<file path="src/rtl/button_event_arbiter.sv">
// button_event_arbiter: shared-tick debounce for N_BTN buttons feeding a round-robin valid/ready event port
module button_event_arbiter #(
   parameter int N_BTN        = 4,
   parameter int TICK_MAX     = 999_999,
   parameter int STABLE_TICKS = 3
) (
   input  logic                     clk,
   input  logic                     reset,
   input  logic [N_BTN-1:0]         btn_in,
   output logic [N_BTN-1:0]         btn_level,
   output logic                     evt_valid,
   input  logic                     evt_ready,
   output logic [$clog2(N_BTN)-1:0] evt_id,
   output logic                     evt_edge,
   output logic [N_BTN-1:0]         ovf,
   input  logic                     ovf_clr
);
   localparam int IW = $clog2(N_BTN);
   localparam int TW = TICK_MAX > 0 ? $clog2(TICK_MAX + 1) : 1;
   logic [N_BTN-1:0]      sync1, sync2, pending, pend_edge, flip, gnt;
   logic [N_BTN-1:0][3:0] cnt;
   logic [TW-1:0]         tick_cnt;
   logic [IW-1:0]         last_grant, sel, idx;
   logic                  tick, load, found;
   assign tick  = tick_cnt == TW'(TICK_MAX);
   assign load  = !evt_valid || evt_ready;
   assign found = |pending;
   assign gnt   = (load && found) ? (N_BTN'(1) << sel) : '0;
   always_comb begin
      for (int i = 0; i < N_BTN; i++)
         flip[i] = (sync2[i] != btn_level[i]) && tick && (cnt[i] == 4'(STABLE_TICKS - 1));
   end
   // descending scan so the nearest pending channel after last_grant wins
   always_comb begin
      sel = '0;
      idx = '0;
      for (int k = N_BTN; k >= 1; k--) begin
         idx = IW'((int'(last_grant) + k) % N_BTN);
         if (pending[idx]) sel = idx;
      end
   end
   always_ff @(posedge clk) begin
      if (reset) begin
         sync1      <= '0;
         sync2      <= '0;
         tick_cnt   <= '0;
         cnt        <= '0;
         btn_level  <= '0;
         pending    <= '0;
         pend_edge  <= '0;
         ovf        <= '0;
         evt_valid  <= 1'b0;
         evt_id     <= '0;
         evt_edge   <= 1'b0;
         last_grant <= IW'(N_BTN - 1);
      end else begin
         sync1     <= btn_in;
         sync2     <= sync1;
         tick_cnt  <= tick ? '0 : tick_cnt + 1'b1;
         for (int i = 0; i < N_BTN; i++)
            cnt[i] <= (sync2[i] == btn_level[i] || flip[i]) ? 4'd0 : cnt[i] + 4'(tick);
         btn_level <= btn_level ^ flip;
         // a flip on the granted channel re-arms pending instead of counting as overflow
         pending   <= (pending & ~gnt) | flip;
         pend_edge <= (pend_edge & ~flip) | (flip & ~btn_level);
         ovf       <= (ovf & ~{N_BTN{ovf_clr}}) | (flip & pending & ~gnt);
         if (load) begin
            evt_valid <= found;
            if (found) begin
               evt_id     <= sel;
               evt_edge   <= pend_edge[sel];
               last_grant <= sel;
            end
         end
      end
   end
endmodule

</file>
<file path="config.mk">
export PLATFORM = sky130hd
export DESIGN_NAME = button_event_arbiter
export DESIGN_NICKNAME = d
export VERILOG_FILES = /design/src/rtl/button_event_arbiter.sv
export SDC_FILE = /design/constraint.sdc
export NUM_CORES = 1
export LEC_CHECK = 0
export ABC_AREA = 0
export BUFFER_PORTS_ARGS = -buffer_cell sky130_fd_sc_hd__buf_2
export CORE_MARGIN = 8
export CORE_UTILIZATION = 53
export CTS_BUF_LIST = sky130_fd_sc_hd__clkbuf_4 sky130_fd_sc_hd__clkbuf_8 sky130_fd_sc_hd__clkbuf_16
export CTS_CLUSTER_SIZE = 30
export DETAILED_ROUTE_END_ITERATION = 8
export GPL_ROUTABILITY_DRIVEN = 0
export PLACE_DENSITY = 0.82
export RECOVER_POWER = 50
export SYNTH_ARGS = -nofsm -noshare
export SYNTH_HDL_FRONTEND = slang
export SYNTH_SLANG_ARGS = --single-unit
</file>
<file path="constraint.sdc">
create_clock -name clk -period 1.7 [get_ports clk]
set_input_delay 0.34 -clock clk [delete_from_list [all_inputs] [get_ports clk]]
set_output_delay 0.34 -clock clk [all_outputs]
set_load 0.05 [all_outputs]
</file>
# Yosys cells after proc, flatten, opt, wreduce, memory -nomap -nowiden
# Cells that the tools add are included.
# word_totals
reg_bits	66
input_bits	8
out_inout_bits	12
wordCells	94
# classes
n_bitwise	14
n_addsub	9
n_mux	15
shifts	1
n_lt_le_gt_ge	5
eq_ne	13
reduce_logical	22
# ops
cell	n
4-bit AND	6
20-bit by 1-bit adder with 20-bit output (second input constant)	1
20-bit == test (second input constant)	1
4-bit by 1-bit adder with 4-bit output	4
4-bit by 2-bit == test with 1-bit output (second input constant)	4
4-bit NOT	4
2-bit by 3-bit < comparator with 1-bit output (second input constant)	5
4-bit OR	3
1-bit binary-select mux with 2-bit select	5
2-bit OR reduction	5
1-bit logical AND	9
2-bit two-way mux	4
1-bit logical OR	5
1-bit two-way mux	5
2-bit by 1-bit adder with 2-bit output (second input constant)	2
2-bit adder (second input constant)	2
1-bit == test	4
4-bit two-way mux	1
1-bit inequality test	4
4-bit OR reduction	1
1-bit by 2-bit left shift with 4-bit output (first input constant)	1
4-bit XOR	1
2-bit AND reduction	1
1-bit zero test	1

# Depth between registers and ports, before layout
# Gate-level depths: netlist of the first run.
# depth
depth_word	12
depth_mapped	7
ltp_nobuf	7

# Least setup slack after synthesis of the first run
# No wires, ideal clock.
# synth_timing
kind	flip-flop to flip-flop
from	register tick_cnt[7]
to	register cnt[13] (netlist bit)
n_path_buf	0
synth_period_minus_slack_ns	1.819
path_stages_with_launch	7
setup_ns	0.116
path_slack_ns	-0.119
required_ns	1.584
arrival_time_ns	1.704
path_cell_list	dfxtp_1 -> nor4b_2 -> nand3_1 -> nor4_2 -> ha_1 -> ha_1 -> and3_1
# synth_via
elab_chain_len	5
word_cells_on_any_way	6
cone_classes	add/sub (1); eq/ne (1); reduce/logical (4)
# synth_lines
element	line_no	text
start, declared	22	logic [TW-1:0] tick_cnt;
start signal, assigned	59	tick_cnt <= tick ? '0 : tick_cnt + 1'b1;
20-bit == test *	25	assign tick = tick_cnt == TW'(TICK_MAX);
parallel branches: the longest is 4 deep, another holds 4-bit by 1-bit adder with 4-bit output	-	
end signal, assigned by index	61	cnt[i] <= (sync2[i] == btn_level[i] || flip[i]) ? 4'd0 : cnt[i] + 4'(tick);
end, declared	21	logic [N_BTN-1:0][3:0] cnt;
# Every way passes the cells marked *.
# A chain may end at the register's enable or synchronous reset.

# Final worst setup path of the first run
# layout_timing
from	register tick_cnt[15]
to	register cnt[7] (netlist bit)
# Same word-level chain as after synthesis.

==> impl_metrics.py, run 1 <==
metrics = {
    "final_layout": {
        "fin_nets": 376,
        "drive_above_1_share": 0.3214,
        "final_area_mm2": 0.003732,
        "seqCellArea_mm2": 0.001328,
        "fillers": 351,
        "area_delta_synth_final_pct": 32.70,
        "multi_input_area_mm2": 0.001660,
        "n_antenna_cell": 0,
    },
    "critical_path": {
        "endpoint_kind": "register",
        "worstPathMaxFanout": 5,
        "crit_path_top_delay_cell": "dfxtp_1",
        "crit_type": "register to register",
        "worstPathCellList": "nor3_1 > nand4_1 > nor4_4 > buf_6 > buf_4 > ha_4 > nand3_1 > xor2_1 > nor2_1",
        "cpPeakStageDelay_ps": 320,
        "crit_path_start_kind": "register",
        "required_ps": 1960,
        "worstPathArrival_ps": 2180,
    },
    "cts": {
        "htreeDepth": 3,
        "cts_tree": "yes",
        "cts.sinks": 66,
        "clk_pin_slew_ps": 70,
        "numCtsBuffers": 9,
        "clk_latency_ps": 350,
        "cts_max_path_buffers": 2,
        "clockRootBuffer": "clkbuf_8",
    },
    "power": {
        "powerDensity_mw_per_mm2": 841.9,
        "leakagePower_nw": 1.461,
        "ir_drop_v": 0.0006677,
        "fin_total_pwr_mw": 3.142,
    },
    "die": {
        "rows": 26,
        "die_y_um": 88.85,
        "ios": 20,
        "die_x_um": 88.85,
        "fp.coreArea_mm2": 0.005107,
        "dieArea_mm2": 0.007894,
        "initial_utilization": 0.5507,
    },
    "drt": {
        "via_per_inst": 5.359,
        "first_pass_iters": 4,
        "avgRoutedWirePerCell_um": 15.94,
        "drtIter0Drc": 143,
        "post-route-drc-count": 0,
        "num_vias": 2326,
        "ant_nets": 0,
        "finalWirelength_mm": 6.917,
    },
    "timing": {
        "fin_crit_sh": 1.130,
        "grt_setup_unrepaired": "yes",
        "setup_viol": 10,
        "slew_headroom": 0.5740,
        "fin_worst_hold_slack_ps": 206.5,
        "period_needed_ps": 1920,
        "layout_setup_ws_ps": -220.2,
        "tns_ps": -733.9,
        "max_freq_mhz": 520.8,
        "skew_ps": 9.765,
        "tightest_slew_ps": 633.2,
        "hold_viol_final": 0,
        "finalMaxSlewViolations": 0,
    },
    "global_routing": {
        "overflow": 0,
        "grt_pass1_wl_mm": 10.12,
        "grt_max_degree": 28,
        "antenna_found_initial": 0,
        "grt_pass1_vias": 2285,
        "grt.total_usage": 0.1705,
    },
    "synth": {
        "synth_fp_nets": 313,
        "synthTopCellsByArea": "dfxtp_1 (47%), nor2_1 (6.9%), xnor2_1 (6.2%), xor2_1 (4.4%), ha_1 (4.0%)",
        "yosysTopAreaCell": "dfxtp_1",
        "yosys_most_used_dff": "dfxtp_1",
        "synth_top_area_share": 0.4698,
        "syn_area_per_cell_um2": 9.502,
        "synthCells": 296,
        "synth_seq_area_share": 0.4698,
        "synth_edf_count": 0,
        "async_flop_share": 0,
        "synth_cell_types": 37,
        "ys_ff_latch": 66,
        "yosysMostFrequentCell": "dfxtp_1",
        "ys_warn_count": 0,
        "netlist_top_cells_count": "dfxtp_1 (66), nor2_1 (52), xnor2_1 (20)",
        "synth_area_mm2": 0.002813,
    },
    "hold_path": {
        "hp-class": "input port to register",
    },
    "place": {
        "port_buffers": 19,
        "dp_hpwl_mm": 4.496,
        "placed_cell_area_mm2": 0.003271,
    },
    "flow_run": {
        "cap_violations": 0,
    },
    "run_status": {
        "outcome": "finished with violations",
        "violations": "negative setup slack",
    },
}
-- where the power goes --
part	internal, mW	switching, mW	total (mW)
Combinational	0.0364	0.0467	0.0831
Sequential	1.56	0.00889	1.57
Clock	0.933	0.556	1.49
-- placed cells by master, fill, tap and decap left out, drive strengths merged --
| cell type | n |
|---|---|
| o21ai | 6 |
| ha | 9 |
| nor4 | 13 |
| nor2b | 8 |
| and4 | 1 |
| mux2i | 6 |
| or2 | 2 |
| nor3 | 4 |
| nand4 | 5 |
| bufinv | 2 |
| nor3b | 1 |
| nand2 | 13 |
| nand4bb | 2 |
| o31ai | 4 |
| a211o | 1 |
| nand3 | 18 |
| a21oi | 9 |
| nor2 | 52 |
| xor2 | 14 |
| clkbuf | 14 |
| or3b | 4 |
| dfxtp | 66 |
| xnor2 | 20 |
| a311oi | 1 |
| a21o | 1 |
| and3 | 10 |
| nand2b | 8 |
| a211oi | 1 |
| nor4b | 1 |
| a311o | 1 |
| inv | 9 |
| buf | 58 |
-- stage by stage --
step / setup WS [ps] / cells / util
finish: -220.2 / 434 / 0.7308
floorplan: 13.45 / 296 / -
global placement: -13.46 / 417 / 0.6404
detailed placement: -111.6 / 417 / 0.6404
global route: -339.8 / 434 / 0.7308
CTS: -68.49 / 433 / 0.7006
-- flip-flops by register name, indices dropped and copies added (netlist names), named ones only --
register / cells
sync1: 4
evt_id: 2
sync2: 4
pending: 4
cnt: 16
ovf: 4
evt_edge: 1
last_grant: 2
evt_valid: 1
btn_level: 4
tick_cnt: 20
-- final cells by class --
class                   instances  area share
multi-input cells             215      0.4449
flip-flops and latches         66      0.3557
repair buffers                 58      0.1059
clock buffers                  14     0.04492
well taps                      70     0.02347
clock inverters                 2     0.01609
inverters                       9    0.009051
-- what timing repair did --
action,4_1_cts,5_1_grt
pin swaps,0,1
resized for setup,15,24
setup buffers,0,1
endpoints found under the setup margin,26,33
hold buffers,0,0
-- routing by layer --
layer | part of all wire | GRT usage | vias up
li1 | - | - | 1143
met4 | 0.030 | 0.09370 | 0
met2 | 0.53 | 0.2965 | 64
met5 | 0 | 0 | -
met1 | 0.39 | 0.1716 | 1098
met3 | 0.050 | 0.06407 | 21
-- worst max-delay path, delay by kind of cell (launching register included) --
family | cells | cell delay, ps
xor+xnor | 1 | 180
fa+ha+maj | 1 | 130
buf+inv | 2 | 290
flops | 1 | 320
simple gates | 5 | 920
-- worst paths after layout --
path | start | to | slack (ps) | cells after the start
hold / removal | btn_in[1] | sync1[1] | 210 | 2
setup / recovery | tick_cnt[15] | cnt[7] | -220 | 9
setup reg to reg | tick_cnt[15] | cnt[7] | -220 | 9
hold reg to reg | sync1[1] | sync2[1] | 440 | 1
-- logic make-up (layout without fill, tap and decap cells) --
logic type	count (synthesis)	after routing	share of synthesized area
DFF	66	66	0.4698
adders and majority gates	9	9	0.04004
buffers and inverters	15	83	0.02402
AOI/OAI and AO/OA	24	24	0.05827
and+or+nand+nor	142	142	0.2807
muxes	6	6	0.02135
xor gates and xnor gates	34	34	0.1059
No activity file was read; power rests on OpenSTA's default activity.
==> run 2, diff against run 1 <==
--- a/config.mk
+++ b/config.mk
@@ -8,12 +8,12 @@
 export ABC_AREA = 0
 export BUFFER_PORTS_ARGS = -buffer_cell sky130_fd_sc_hd__buf_2
 export CORE_MARGIN = 8
-export CORE_UTILIZATION = 53
+export CORE_UTILIZATION = 45
 export CTS_BUF_LIST = sky130_fd_sc_hd__clkbuf_4 sky130_fd_sc_hd__clkbuf_8 sky130_fd_sc_hd__clkbuf_16
 export CTS_CLUSTER_SIZE = 30
 export DETAILED_ROUTE_END_ITERATION = 8
 export GPL_ROUTABILITY_DRIVEN = 0
-export PLACE_DENSITY = 0.82
+export PLACE_DENSITY = 0.73
 export RECOVER_POWER = 50
 export SYNTH_ARGS = -nofsm -noshare
 export SYNTH_HDL_FRONTEND = slang
==> run 2 against run 1 <==
The flow still finishes with violations (negative setup slack). Clock skew increased by 1.1 ps. Via count decreased by 0.21%. Cell count increased by 2.1%. Die area increased by 14%. Core utilization decreased by 11 points. Critical path type unchanged. Largest power group unchanged. Highest routed layer unchanged.
==> impl_metrics.py, run 2 (same netlist as run 1, synthesis figures left out) <==
metrics = {
    "run_status": {
        "outcome": "finished with violations",
        "violations": "negative setup slack",
    },
    "die": {
        "rows": 29,
        "ios": 20,
        "die_y_um": 95.06,
        "dieArea_mm2": 0.009036,
        "initial_utilization": 0.4533,
        "die_x_um": 95.06,
        "fp.coreArea_mm2": 0.006205,
    },
    "timing": {
        "grt_setup_unrepaired": "yes",
        "layout_setup_ws_ps": -40.89,
        "tightest_slew_ps": 620.0,
        "finalMaxSlewViolations": 0,
        "slew_headroom": 0.5828,
        "max_freq_mhz": 574.4,
        "fin_crit_sh": 1.024,
        "tns_ps": -74.29,
        "fin_worst_hold_slack_ps": 196.0,
        "setup_viol": 5,
        "period_needed_ps": 1741,
        "skew_ps": 10.83,
        "hold_viol_final": 0,
    },
    "global_routing": {
        "grt_pass1_vias": 2244,
        "grt_max_degree": 27,
        "antenna_found_initial": 0,
        "grt_pass1_wl_mm": 10.24,
        "overflow": 0,
        "grt.total_usage": 0.1482,
    },
    "power": {
        "powerDensity_mw_per_mm2": 801.0,
        "leakagePower_nw": 1.451,
        "ir_drop_v": 0.0005718,
    },
    "drt": {
        "num_vias": 2321,
        "post-route-drc-count": 0,
        "first_pass_iters": 4,
        "met2_length_mm": 3.297,
        "wl_met3_um": 263,
        "avgRoutedWirePerCell_um": 14.86,
        "via_per_inst": 5.239,
        "routed.top_layer": "met4",
        "met1_length_mm": 2.759,
        "drtIter0Drc": 103,
        "ant_nets": 0,
        "finalWirelength_mm": 6.582,
    },
    "critical_path": {
        "worstReg2RegStart": "tick_cnt[7]",
        "worstPathMaxFanout": 5,
        "cpMostUsedCell": "ha_4",
        "cpPeakStageDelay_ps": 340,
        "crit_path_start_kind": "register",
        "worstPathArrival_ps": 1990,
        "crit_type": "register to register",
        "crit_buf_inv": 1,
        "critPathCapture": "cnt[1]",
        "ff2ff_path_depth": 7,
        "crit_path_top_delay_cell": "dfxtp_2",
        "worstPathCellList": "nor4b_4 > nand3_2 > nor4_4 > buf_6 > ha_4 > ha_4 > and3_4",
        "crit_start": "tick_cnt[7]",
        "r2r_end": "cnt[1]",
        "r2r_slack_ps": -40,
        "endpoint_kind": "register",
        "critical_path_depth": 7,
        "cp_top_family": "simple AND/OR/NAND/NOR gates",
        "required_ps": 1950,
    },
    "cts": {
        "cts_max_path_buffers": 2,
        "clk_pin_slew_ps": 70,
        "htreeDepth": 3,
        "numCtsBuffers": 9,
        "clockRootBuffer": "clkbuf_8",
        "cts_tree": "yes",
        "clk_latency_ps": 350,
        "cts_hold_buf": 0,
        "cts.sinks": 66,
    },
    "final_layout": {
        "final_area_mm2": 0.003844,
        "final_common_cell": "dfxtp_1",
        "area_delta_synth_final_pct": 36.65,
        "registers.top_by_ff_count": "tick_cnt",
        "largest_register_ffs": 20,
        "fin_nets": 378,
        "largest_registers": "tick_cnt: 20 flops, cnt: 16 flops",
        "drive_above_1_share": 0.3361,
        "n_antenna_cell": 0,
        "mostFrequentLayoutCells": "dfxtp_1 (60), nor2_1 (52), buf_4 (31), xor2_1 (14), xnor2_1 (13)",
        "post-route-util": 0.6195,
    },
    "flow_run": {
        "cap_violations": 0,
    },
    "place": {
        "placed_cell_area_mm2": 0.003284,
        "dp_hpwl_mm": 4.229,
        "place_ws_ps": -91.67,
        "port_buffers": 19,
    },
    "hold_path": {
        "hp-class": "input port to register",
        "hp-start": "btn_in[0]",
    },
}
==> run 2: changes by cell type in the layout (fill, tap and decap cells not counted), moves of 3 or more <==
cell      delta
nor4_1       +3
buf_4        -6
clkbuf_2     +6
nand3_2      +3
xnor2_2      +5
buf_2       -11
nand3_1      -3
clkbuf_1     +9
xnor2_1      -5
nor4_2       -5
==> run 2: final cells by class <==
type                            count  area [um^2]
Timing Repair Buffer               60        409.1
Clock buffer                       13        172.7
Multi-Input combinational cell    215         1757
Fill cell                         496         2361
Clock inverter                      3        46.29
Sequential cell                    66         1329
Inverter                            9        33.78
Tap cell                           77        96.34
==> run 2: through the flow <==
step / cells / power, mW
CTS: 439 / 3.108
detailed placement: 423 / 1.686
global route: 443 / 3.182
floorplan: 296 / 1.651
finish: 443 / 3.079
global placement: 423 / 1.685
==> run 2: power by group <==
part	switching [mW]	internal [mW]
logic	0.0450	0.0377
clock network	0.610	0.817
registers	0.00869	1.56
==> run 2: layer usage <==
metal | vias to the layer above | global-route usage
met5 | - | 0
met4 | 0 | 0.1092
met3 | 20 | 0.04173
met2 | 43 | 0.2394
met1 | 1113 | 0.1640
li1 | 1145 | -
==> run 2: worst register-to-register path, delay by kind of cell, from the launching register on <==
family                   cells  cell delay (ps)
AND/OR/NAND/NOR              4              760
flip-flops                   1              340
adder cells (fa/ha/maj)      2              360
buffers and inverters        1              180
==> run 2: how the worst min path moves through the flow <==
stage,depth (start not counted),slack [ps],end
2_1_floorplan,1,410,sync2[0]
3_3_place_gp,1,420,sync2[3]
3_5_place_dp,1,430,sync2[1]
4_1_cts,2,180,sync1[0]
5_1_grt,2,190,sync1[0]
6_report,2,200,sync1[0]
==> run 2: repair_timing <==
item	4_1_cts	5_1_grt
pin swaps	1	7
endpoints found under the setup margin	22	37
gates resized for setup	27	28
hold endpoints to repair	0	0
buffers inserted	0	4
==> run 3, diff against run 2 <==
--- a/config.mk
+++ b/config.mk
@@ -7,7 +7,6 @@
 export LEC_CHECK = 0
 export ABC_AREA = 0
 export BUFFER_PORTS_ARGS = -buffer_cell sky130_fd_sc_hd__buf_2
-export CORE_MARGIN = 8
 export CORE_UTILIZATION = 45
 export CTS_BUF_LIST = sky130_fd_sc_hd__clkbuf_4 sky130_fd_sc_hd__clkbuf_8 sky130_fd_sc_hd__clkbuf_16
 export CTS_CLUSTER_SIZE = 30
==> run 3 against run 2 <==
The run still ends with negative setup slack left. Count of clock-buffer cells in the layout down 4. Setup slack got worse by 40 ps. Cell count fell by 0.68%. Clock skew hardly changed. Power shrank 4.4%. Cell area down 1.5%. Clock power shrank 9.8%. Combinational power up 2.9%. Non-clock buffer count is 1 lower. Critical path depth did not move. Via count down 1.6%. Largest cell class unchanged. Largest power group unchanged.
==> impl_metrics.py, run 3 (same netlist as run 1, synthesis figures left out) <==
metrics = {
    "cts": {
        "clk_latency_ps": 350,
        "cts_hold_buf": 0,
        "cts_max_path_buffers": 2,
        "numCtsBuffers": 9,
        "cts_tree": "yes",
        "clockRootBuffer": "clkbuf_8",
        "htreeDepth": 3,
        "clk_pin_slew_ps": 80,
        "cts.sinks": 66,
    },
    "power": {
        "p_int_mw": 2.272,
        "p_switching_mw": 0.6698,
        "combPwrFrac": 0.029,
        "leakagePower_nw": 1.448,
        "pwr-share-clk": 0.438,
        "swShare": 0.2277,
        "powerDensity_mw_per_mm2": 777.4,
        "ir_drop_v": 0.0006481,
        "p_seq_frac": 0.533,
    },
    "die": {
        "die_y_um": 81.06,
        "die_x_um": 81.06,
        "fp.coreArea_mm2": 0.005991,
        "ios": 20,
        "rows": 28,
        "initial_utilization": 0.4695,
        "dieArea_mm2": 0.006571,
    },
    "timing": {
        "fin_crit_sh": 1.048,
        "skew_ps": 10.57,
        "grt_setup_unrepaired": "yes",
        "period_needed_ps": 1781,
        "setup_viol": 13,
        "fin_worst_hold_slack_ps": 202.0,
        "slew_headroom": 0.5961,
        "layout_setup_ws_ps": -81.01,
        "tns_ps": -607.5,
        "hold_viol_final": 0,
        "max_freq_mhz": 561.5,
        "tightest_slew_ps": 600.4,
        "finalMaxSlewViolations": 0,
    },
    "drt": {
        "ant_nets": 0,
        "num_vias": 2284,
        "via_per_inst": 5.191,
        "finalWirelength_mm": 6.228,
        "avgRoutedWirePerCell_um": 14.15,
        "drtIter0Drc": 104,
        "post-route-drc-count": 0,
        "first_pass_iters": 4,
    },
    "critical_path": {
        "worstPathArrival_ps": 2030,
        "crit_start": "tick_cnt[15]",
        "crit_path_start_kind": "register",
        "endpoint_kind": "register",
        "crit_type": "register to register",
        "worstReg2RegStart": "tick_cnt[15]",
        "required_ps": 1950,
        "r2r_slack_ps": -80,
        "worstPathMaxFanout": 5,
    },
    "final_layout": {
        "fin_nets": 377,
        "area_delta_synth_final_pct": 34.56,
        "registers.top_by_ff_count": "tick_cnt",
        "n_antenna_cell": 0,
        "largest_registers": "tick_cnt: 20 flops, cnt: 16 flops",
        "final_common_cell": "dfxtp_1",
        "largest_register_ffs": 20,
        "mostFrequentLayoutCells": "dfxtp_1 (59), nor2_1 (52), buf_4 (33), xnor2_1 (16), xor2_1 (14)",
        "drive_above_1_share": 0.3288,
    },
    "hold_path": {
        "hp-start": "btn_in[0]",
        "hp-class": "input port to register",
    },
    "run_status": {
        "outcome": "finished with violations",
        "violations": "negative setup slack",
    },
    "global_routing": {
        "grt.total_usage": 0.2036,
        "grt_pass1_wl_mm": 9.963,
        "grt_pass1_vias": 2254,
        "overflow": 0,
        "grt_max_degree": 32,
        "antenna_found_initial": 0,
    },
    "flow_run": {
        "cap_violations": 0,
    },
    "place": {
        "port_buffers": 19,
        "dp_hpwl_mm": 4.192,
    },
}
[run 3: metal layers]
metal,up-vias,track usage,wire length (um)
li1,1151,-,-
met1,1086,0.2180,2699
met2,37,0.3630,3280
met3,10,0.06404,174
met4,0,0.09286,73
met5,-,0,0
[run 3: worst max-delay path: stages (launching register included)]
cell     delay (ps)
dfxtp_2         340
nor3_2          180
nand4_1         180
nor4_4          310
buf_6           190
ha_4            160
ha_4            200
and3_4          140
[run 3: final cells by class]
class	count	area [um^2]
clock inverters	7	70.07
repair buffers	59	420.4
clock buffers	9	123.9
fillers	468	2206
flip-flops and latches	66	1330
well taps	75	93.84
multi-input cells	215	1713
inverters	9	33.78
[run 3: power groups by stage]
stage | combinational (mW) | sequential (mW) | clock, mW
finish | 0.0851 | 1.57 | 1.29
global route | 0.0942 | 1.57 | 1.40
CTS | 0.0809 | 1.57 | 1.32
detailed placement | 0.0800 | 1.60 | 0
global placement | 0.0788 | 1.60 | 0
floorplan | 0.0472 | 1.60 | 0
[run 3: per-stage QoR]
| stage | power, mW | util | setup WS, ps | instance area, um^2 | cells |
|---|---|---|---|---|---|
| after floorplan | 1.651 | - | 13.45 | 2836 | 296 |
| final | 2.942 | 0.6318 | -81.01 | 3785 | 440 |
| after global placement | 1.682 | 0.5491 | -34.36 | 3289 | 422 |
| after global routing | 3.060 | 0.6318 | -135.1 | 3785 | 440 |
| after detailed placement | 1.684 | 0.5491 | -169.1 | 3289 | 422 |
| after CTS | 2.968 | 0.6099 | -158.0 | 3654 | 438 |
[run 3: what timing repair did]
item / in CTS / in global routing
pin swaps: 8 / 17
setup endpoints to repair: 39 / 51
resized for setup: 24 / 32
buffers inserted: 0 / 2
[run 3: worst paths after layout]
kind | depth (start not counted) | endpoint
worst max-delay path | 7 | cnt[9]
worst min-delay path | 2 | sync1[0]
worst max register to register | 7 | cnt[9]
worst min register to register | 1 | sync2[0]
